<file path="config.mk">
export PLATFORM = sky130hd
export DESIGN_NAME = serial_bit_streamer_flat
export DESIGN_NICKNAME = d
export VERILOG_FILES = /design/src/rtl/serial_bit_streamer_if.sv /design/src/rtl/serial_bit_streamer.sv /design/src/flat_wrapper.sv
export SDC_FILE = /design/constraint.sdc
export NUM_CORES = 1
export LEC_CHECK = 0
export CAP_MARGIN = 20
export CORE_MARGIN = 2
export CORE_UTILIZATION = 40
export CTS_CLUSTER_DIAMETER = 80
export DETAILED_ROUTE_END_ITERATION = 10
export PLACE_DENSITY_LB_ADDON = 0.2
export REMOVE_ABC_BUFFERS = 1
export SYNTH_ARGS = -nofsm -noshare
export SYNTH_HDL_FRONTEND = slang
export SYNTH_SLANG_ARGS = --single-unit
</file>
<file path="constraint.sdc">
create_clock -name ck -period 3.9 [get_ports ck]
set_input_delay 0.78 -clock ck [delete_from_list [all_inputs] [get_ports ck]]
set_output_delay 0.78 -clock ck [all_outputs]
set_load 0.05 [all_outputs]
</file>
<file path="src/rtl/serial_bit_streamer_if.sv">
// Word-in / bit-out bus of serial_bit_streamer: parallel load handshake plus the
// qualified serial stream that feeds a pattern detector.
interface serial_bit_streamer_if #(
  parameter int unsigned WIDTH = 8
) ();
  logic [WIDTH-1:0] din;
  logic             load;
  logic             ready;
  logic             out;
  logic             out_vld;
  logic             done;

  modport master (output din, load, input  ready, out, out_vld, done);
  modport slave  (input  din, load, output ready, out, out_vld, done);
endinterface

</file>
<file path="src/rtl/serial_bit_streamer.sv">
// Parallel-to-serial streamer: one WIDTH-bit word per frame, one bit per clock.
// Define STREAM_PARITY_EN to append an even-parity bit to every frame.
module serial_bit_streamer #(
  parameter int unsigned WIDTH     = 8,
  parameter bit          MSB_FIRST = 1'b1
) (
  input logic                  ck,
  input logic                  r,
  serial_bit_streamer_if.slave bus
);
`ifdef STREAM_PARITY_EN
  localparam int unsigned FRAME = WIDTH + 1;
`else
  localparam int unsigned FRAME = WIDTH;
`endif
  localparam int unsigned CW   = $clog2(WIDTH + 1);
  localparam logic [CW-1:0] LAST = CW'(FRAME - 1);

  typedef enum logic {IDLE, SHIFT} state_t;

  state_t           state, state_n;
  logic [FRAME-1:0] sreg, sreg_n, frame_c;
  logic [CW-1:0]    cnt, cnt_n;
  logic             out_q, out_n;
  logic             out_vld_q, out_vld_n;
  logic             done_q, done_n;
  logic             ready_c, accept_c;

  // The frame register is kept with the next bit to send at the head end.
  function automatic logic head(input logic [FRAME-1:0] v);
    return MSB_FIRST ? v[FRAME-1] : v[0];
  endfunction

  function automatic logic [FRAME-1:0] advance(input logic [FRAME-1:0] v);
    return MSB_FIRST ? {v[FRAME-2:0], 1'b0} : {1'b0, v[FRAME-1:1]};
  endfunction

  // Full frame as captured at accept, parity placed after the data bits.
  always_comb begin
`ifdef STREAM_PARITY_EN
    frame_c = MSB_FIRST ? {bus.din, ^bus.din} : {^bus.din, bus.din};
`else
    frame_c = bus.din;
`endif
  end

  assign ready_c  = r & ((state == IDLE) | ((state == SHIFT) & (cnt == LAST)));
  assign accept_c = bus.load & ready_c;

  always_ff @(posedge ck) begin
    if (!r) begin
      state     <= IDLE;
      sreg      <= '0;
      cnt       <= '0;
      out_q     <= 1'b0;
      out_vld_q <= 1'b0;
      done_q    <= 1'b0;
    end else begin
      state     <= state_n;
      sreg      <= sreg_n;
      cnt       <= cnt_n;
      out_q     <= out_n;
      out_vld_q <= out_vld_n;
      done_q    <= done_n;
    end
  end

  // Outputs default to idle (0); a frame bit is only driven while streaming.
  always_comb begin
    state_n   = state;
    sreg_n    = sreg;
    cnt_n     = cnt;
    out_n     = 1'b0;
    out_vld_n = 1'b0;
    done_n    = 1'b0;
    case (state)
      IDLE: begin
        if (accept_c) begin
          state_n   = SHIFT;
          out_n     = head(frame_c);
          sreg_n    = advance(frame_c);
          cnt_n     = '0;
          out_vld_n = 1'b1;
        end
      end
      SHIFT: begin
        if (cnt != LAST) begin
          cnt_n     = cnt + CW'(1);
          out_n     = head(sreg);
          sreg_n    = advance(sreg);
          out_vld_n = 1'b1;
          done_n    = (cnt_n == LAST);
        end else if (accept_c) begin
          out_n     = head(frame_c);
          sreg_n    = advance(frame_c);
          cnt_n     = '0;
          out_vld_n = 1'b1;
        end else begin
          state_n = IDLE;
          cnt_n   = '0;
        end
      end
      default: state_n = IDLE;
    endcase
  end

  assign bus.ready   = ready_c;
  assign bus.out     = out_q;
  assign bus.out_vld = out_vld_q;
  assign bus.done    = done_q;
endmodule

</file>
<file path="src/flat_wrapper.sv">
// flat-port wrapper written by rule: the top's interface ports become plain ports
module serial_bit_streamer_flat 
#(
  parameter int unsigned WIDTH     = 8,
  parameter bit          MSB_FIRST = 1'b1
)
  (ck, r, bus_din, bus_load, bus_ready, bus_out, bus_out_vld, bus_done);
  serial_bit_streamer_if #(.WIDTH(WIDTH)) bus_i ();
  input logic ck;
  input logic r;
  input wire logic [$bits(bus_i.din)-1:0] bus_din;
  input wire logic [$bits(bus_i.load)-1:0] bus_load;
  output wire logic [$bits(bus_i.ready)-1:0] bus_ready;
  output wire logic [$bits(bus_i.out)-1:0] bus_out;
  output wire logic [$bits(bus_i.out_vld)-1:0] bus_out_vld;
  output wire logic [$bits(bus_i.done)-1:0] bus_done;
  assign bus_i.din = bus_din;
  assign bus_i.load = bus_load;
  assign bus_ready = bus_i.ready;
  assign bus_out = bus_i.out;
  assign bus_out_vld = bus_i.out_vld;
  assign bus_done = bus_i.done;
  serial_bit_streamer #(.WIDTH(WIDTH), .MSB_FIRST(MSB_FIRST)) u_core (.ck(ck), .r(r), .bus(bus_i));
endmodule
</file>
* After elaboration in Yosys (flattened, before gate mapping)
Index checks and enable logic that the tools add are counted.
** Cells by class
- Add/subtract/negate cells :: 1
- Eq/ne operators :: 4
- Mux-type cells :: 12
- Bitwise operators :: 5
- Reduce and logical (&&, ||, !) cells :: 1
** Operator list (number)
- two-way mux 8 bit :: 2
- case mux 8 bit (2 select lines) :: 1
- equality test 4 x 3 -> 1 bit, second input constant :: 2
- two-way mux 4 bit :: 2
- case mux 4 bit (2 select lines) :: 1
- adder 4 x 1 -> 4 bit, second input constant :: 1
- two-way mux 1 bit :: 4
- inequality test 4 x 3 -> 1 bit, second input constant :: 1
- case mux 1 bit (2 select lines) :: 2
- AND 1 bit :: 3
- AND reduction 3 bit :: 1
- inequality test 2 x 1 -> 1 bit, second input constant :: 1
- NOT 1 bit :: 1
- bitwise OR 1 bit :: 1
** Word-level totals
- Register bits after elaboration :: 15
- Input port bits :: 11
- Output and inout bits :: 4
- Word-level logic and storage cells :: 28

* Longest topological paths before layout
Gate-level depths: netlist of run 1.
- Depth after elaboration :: 8
- Mapped depth :: 6
- Depth with buffers taken out :: 5

* Worst setup path after synthesis of run 1
OpenSTA, ideal clock, no wires.
- Path kind :: input port to output port
- Start point :: input r
- End point :: output bus_ready
- Arrival time :: 1.223 ns
- Setup slack :: 1.897 ns
- Stages on the path :: 3
- Buffers on the path :: 1
- Cell sequence :: a21bo_1 > buf_6 > inv_4
** On the way
- Longest elaborated chain between the ends :: 1
** Ends and longest elaborated chain
- start: declaration :: RTL line flat_wrapper.sv:10 : input logic r;
- AND 1 bit :: RTL line serial_bit_streamer.sv:47 : assign ready_c = r & ((state == IDLE) | ((state == SHIFT) & (cnt == LAST)));
- end: declaration :: RTL line flat_wrapper.sv:13 : output wire logic [$bits(bus_i.ready)-1:0] bus_ready;
Every way passes these cells.

* Final worst setup path of run 1
Same ends and word-level chain as after synthesis.

==> results of run 1 <==
==> worst paths after layout <==
| kind | slack [ns] | start | end |
|---|---|---|---|
| max | 0.55 | r | bus_ready |
| min | 0.47 | u_core.sreg[1]$_SDFF_PN0_ | u_core.sreg[2]$_SDFF_PN0_ |
| max reg2reg | 2.38 | u_core.cnt[0]$_SDFFE_PN0P_ | u_core.bus.out$_SDFF_PN0_ |
| min reg2reg | 0.47 | u_core.sreg[1]$_SDFF_PN0_ | u_core.sreg[2]$_SDFF_PN0_ |
==> flip-flops by register name, indices dropped and copies added (netlist names) <==
register	count
u_core.bus.out	1
u_core.bus.done	1
u_core.cnt	4
u_core.sreg	8
u_core.bus.out_vld	1
==> routing by layer <==
metal  part of all wire (%)  vias up  GRT usage (%)
li1                       -      268              -
met3                    6.1        5           5.16
met2                     41       14           17.8
met1                     50      230           18.4
met5                      0        -              0
met4                    3.2        0           10.3
==> logic make-up after synthesis <==
family / count (synthesis)
compound gates: 18
simple gates: 16
flops: 15
mux: 8
buf+inv: 7
fa+ha+maj: 2
==> metrics by stage <==
| step | setup WS [ns] | hold WS, ns | util [%] | power (mW) |
|---|---|---|---|---|
| floorplan | 1.88 | 0.423 | - | 0.193 |
| global placement | 0.556 | 0.439 | 49.9 | 0.214 |
| detailed placement | 0.541 | 0.443 | 49.9 | 0.215 |
| CTS | 0.538 | 0.466 | 51.5 | 0.304 |
| global route | 0.477 | 0.493 | 51.5 | 0.317 |
| finish | 0.552 | 0.467 | 51.5 | 0.298 |
==> area by class of cell <==
cell class / count / area (um2) / area share (%)
inverters: 3 / 13.8 / 1.58
clock buffers: 3 / 22.5 / 2.59
multi-input cells: 44 / 367 / 42.2
flip-flops and latches: 15 / 300 / 34.5
well taps: 17 / 21.3 / 2.45
repair buffers: 14 / 140 / 16.1
clock inverters: 1 / 5.00 / 0.576
==> where the power goes <==
part / internal [mW] / leakage [nW] / switching [mW]
registers: 0.160 / 0.123 / 0.00567
logic: 0.0230 / 0.258 / 0.0220
clock network: 0.0381 / 0.0177 / 0.0495
total: 0.221 / 0.398 / 0.0771
==> cells in the final DEF (no fill, tap or decap), drive strengths merged, types with 2 or more instances in the layout <==
master          n
dfxtp          15
clkdlybuf4s50  14
mux2i           8
o2bb2ai         7
nor2b           4
a21oi           3
clkbuf          3
inv             3
nor3b           3
and2            2
nand3           2
nor2            2
a32o            2
ha              2
nand3b          2
==> flow_summary.yaml, run 1 <==
outcome:
  status: "finished clean"
die:
  die_x_um: 46.0
  design.portCount: 15
  die_h_um: 46.0
  initial_core_util_pct: 41.9
  dieArea_um2: 2120
  rows: 15
  core_area_um2: 1690
worst_setup_path:
  worstRegToRegCells: 5
  crit_chain: "clkdlybuf4s50_1, a21bo_1, inv_4, clkdlybuf4s50_1"
  max_stage_delay_ns: 0.79
  critPathBufInv: 3
  timing.critical_path.slowest_stage_cell: "clkdlybuf4s50_1"
  timing.critical_path.mode_cell: "clkdlybuf4s50_1"
  worstPathRequired_ns: 3.12
  endpoint_kind: "output port"
  worstSetupPathType: "primary input to output port"
  path_max_fanout: 9
  arrival_ns: 2.57
  path_depth: 4
  path_delay_family: "buffers and inverters"
  startpoint_type: "primary input"
cts:
  ctsLongestPathBuffers: 2
  cts.repair.resized: 0
  cts_setup_buffers: 0
  clk_latency_ns: 0.28
  clock-sinks: 15
  root_buffer: "clkbuf_4"
  h-tree-depth: 1
  cts_tree: "yes"
  ctsHoldBuffers: 0
  cts_made_buffers: 3
  clkTransAtPathRegs_ns: 0.09
timing:
  fmax_mhz: 299
  slew_violations: 0
  fin_tns_setup_ns: 0
  finalCritPeriodShare_pct: 85.9
  rsz0062_at_grt: "false"
  worst_pin_slew_ns: 0.629
  skew_ns: 0.00539
  finalSetupViolCount: 0
  period_needed_ns: 3.35
  hold_viol_final: 0
  maxSlewHeadroom_pct: 57.9
global_routing:
  grt_first_pass_wirelength_um: 1980
  grt-ovfl-total: 0
  antenna_found_initial: 0
  track_usage_pct: 13.8
  grt_max_degree: 13
  grt_pass1_vias: 447
yosys:
  synth-simple-area-share_pct: 16.5
  avgSynthCellArea_um2: 10.7
  ys_seq_elements: 15
  async_reset_ff_share_pct: 0
  synthFlopType: "dfxtp_1"
  yosysTopAreaCellShare_pct: 42.5
  synthMuxAreaShare_pct: 11.3
  ys.warnings.count: 0
  yosysMostFrequentCell: "dfxtp_1"
  synthDistinctLibCells: 25
  ys_seq_area_share_pct: 42.5
  synthCells: 66
  yosys-top-cells-area: "dfxtp_1, mux2i_1, o2bb2ai_1, ha_1, nor2b_1"
  synthAdderAreaFrac_pct: 3.54
  ys_top_cells_by_count: "dfxtp_1, mux2i_1, o2bb2ai_1, nor2b_1"
  synth_xor_area_share_pct: 0
  yosysTopAreaCell: "dfxtp_1"
  synth_top_family_by_area: "compound AO/OA/AOI/OAI gates"
  synth_compound_area_share_pct: 20.5
  syn-cell-area_um2: 707
  synth-edff-count: 0
detailed_routing:
  drt_iter0_drc: 7
  wl_um: 1220
  dr.pass1.iters: 4
  detailroute.via_count: 517
  viasPerCell: 5.33
  wl_per_cell_um: 12.6
  drtAntennaViolNets: 0
  drcViolationCount: 0
final_layout:
  final_area_um2: 870
  fin_cells: 97
  n_antenna_cell: 0
  n_fill_cell: 158
  drive_gt1_share_pct: 8.75
  nets: 94
  synthToLayoutAreaGrowth_pct: 23.0
worst_hold_path:
  holdPathStages: 1
  hp-class: "flop to flop"
power:
  leakagePower_nw: 0.398
  power_density_nw_per_um2: 343
  vdd_drop_max_v: 0.000162
placed_design:
  dp_hpwl_um: 836
  gp_congestion: 0.752
  port_buffers: 14
  placedCellCount: 93
  placed_area_um2: 842
run:
  max-cap-violations: 0
Note: power is estimated with default switching activity, not from simulation.
==> inputs of run 2 (changes only) <==
--- a/config.mk
+++ b/config.mk
@@ -8,6 +8,7 @@
 export CAP_MARGIN = 20
 export CORE_MARGIN = 2
 export CORE_UTILIZATION = 40
+export CTS_BUF_LIST = sky130_fd_sc_hd__clkbuf_4
 export CTS_CLUSTER_DIAMETER = 80
 export DETAILED_ROUTE_END_ITERATION = 10
 export PLACE_DENSITY_LB_ADDON = 0.2
==> results of run 2 <==
No change in the layout: final DEF, timing and power equal those of run 1.
==> inputs of run 3 (changes only) <==
--- a/config.mk
+++ b/config.mk
@@ -9,7 +9,6 @@
 export CORE_MARGIN = 2
 export CORE_UTILIZATION = 40
 export CTS_BUF_LIST = sky130_fd_sc_hd__clkbuf_4
-export CTS_CLUSTER_DIAMETER = 80
 export DETAILED_ROUTE_END_ITERATION = 10
 export PLACE_DENSITY_LB_ADDON = 0.2
 export REMOVE_ABC_BUFFERS = 1
==> results of run 3 <==
No change in the layout: final DEF, timing and power equal those of run 1.
==> RTL edit: new RTL, flow settings as in run 2 <==
`MSB_FIRST` is set to 1'b1 in 2 places; all go to 1'b0.
--- a/src/rtl/serial_bit_streamer.sv
+++ b/src/rtl/serial_bit_streamer.sv
@@ -2,7 +2,7 @@
 // Define STREAM_PARITY_EN to append an even-parity bit to every frame.
 module serial_bit_streamer #(
   parameter int unsigned WIDTH     = 8,
-  parameter bit          MSB_FIRST = 1'b1
+  parameter bit          MSB_FIRST = 1'b0
 ) (
   input logic                  ck,
   input logic                  r,
--- a/src/flat_wrapper.sv
+++ b/src/flat_wrapper.sv
@@ -2,7 +2,7 @@
 module serial_bit_streamer_flat 
 #(
   parameter int unsigned WIDTH     = 8,
-  parameter bit          MSB_FIRST = 1'b1
+  parameter bit          MSB_FIRST = 1'b0
 )
   (ck, r, bus_din, bus_load, bus_ready, bus_out, bus_out_vld, bus_done);
   serial_bit_streamer_if #(.WIDTH(WIDTH)) bus_i ();
Check against the original RTL: not equivalent (Yosys sat finds a counterexample within 4 cycles, from zero or initial values).
==> RTL edit against run 2 <==
Utilization down 0.096 points; sequential cell count unchanged; critical path type unchanged; routed wire length down 8.2%; total power up 4.1%; via count down 1.2%; critical path depth unchanged; area after synthesis down 2.3%; combinational power up 10%; register-to-register slack about the same; cell area down 1.3%; sequential share of layout area up 0.45 points; worst setup slack worse by 0.019 ns; highest routed layer unchanged.
==> RTL edit: results (changes against run 2) <==
run_status:
  status: "complete, no violations"  # unchanged
placed_design:
  placed_area_um2: 828  # was 842 µm²
  place_ws_ns: 0.530  # was 0.541 ns
  place_inst: 92  # was 93
  gp_congestion: 0.683  # was 0.752
  dp_hpwl_um: 825  # was 836 µm
global_route:
  antenna_found_initial: 0  # unchanged
  grt_pass1_wl_mm: 1.90  # was 1.98 mm
  grt_use_met1_pct: 15.4  # was 18.4%
  grtUsageMet3_pct: 5.95  # was 5.16%
  use_met2_pct: 20.0  # was 17.8%
  grtUsageTotal_pct: 12.9  # was 13.8%
synthesis:
  synth_area_leaders: "dfxtp_1, mux2i_1, o2bb2ai_1"  # unchanged
  synthAdderAreaFrac_pct: 3.62  # was 3.54%
  ys_top_cells_by_count: "dfxtp_1, mux2i_1, o2bb2ai_1"  # unchanged
  ys_types: 27  # was 25
  synth.area.mux_share_pct: 11.6  # was 11.3%
  seq_area_frac_synth_pct: 43.5  # was 42.5%
  syn_area_per_cell_um2: 10.8  # was 10.7 µm²
detailed_routing:
  routed_wirelength_mm: 1.12  # was 1.22 mm
  num_vias: 511  # was 517
  first_pass_iters: 2  # was 4
  post_drt_wl_per_cell_um: 11.7  # was 12.6 µm
  drtIter0Drc: 4  # was 7
power:
  pwr-share-seq_pct: 53.8  # was 55.5%
  clockPowerShare_pct: 30.2  # was 29.4%
  p_int_w: 0.000232  # was 0.000221 W
  leakage_nw: 0.360  # was 0.398 nW
layout:
  drive_above_1_share_pct: 10.1  # was 8.75%
  area_delta_synth_final_pct: 24.3  # was 23.0%
  fin_nets: 93  # was 94
setup_path:
  arrival_ns: 2.59  # was 2.57 ns
timing:
  slew_headroom_pct: 62.5  # was 57.9%
[RTL edit: layout make-up]
class / count / share of cell area, %
Inverter: 3 / 1.60
Tap cell: 17 / 2.48
Multi-Input combinational cell: 43 / 41.1
Clock buffer: 4 / 3.50
Timing Repair Buffer: 14 / 16.3
Sequential cell: 15 / 35.0
[RTL edit: per-layer routing]
metal  up-vias  part of all wire [%]
met5         -                     0
met3         2                   4.5
met1       233                    49
li1        267                     -
met4         0                   1.1
met2         9                    46
[RTL edit: final timing paths]
path | end | slack, ns | cells after the start
worst max-delay path | bus_ready | 0.53 | 4
worst min-delay path | u_core.sreg[0] | 0.46 | 1
worst max register to register | u_core.bus.out | 2.38 | 5
worst min register to register | u_core.sreg[0] | 0.46 | 1
[RTL edit: worst max-delay path: stages]
cell	delay [ns]
clkdlybuf4s50_1	0.57
a21bo_1	0.36
inv_4	0.09
clkdlybuf4s50_1	0.79
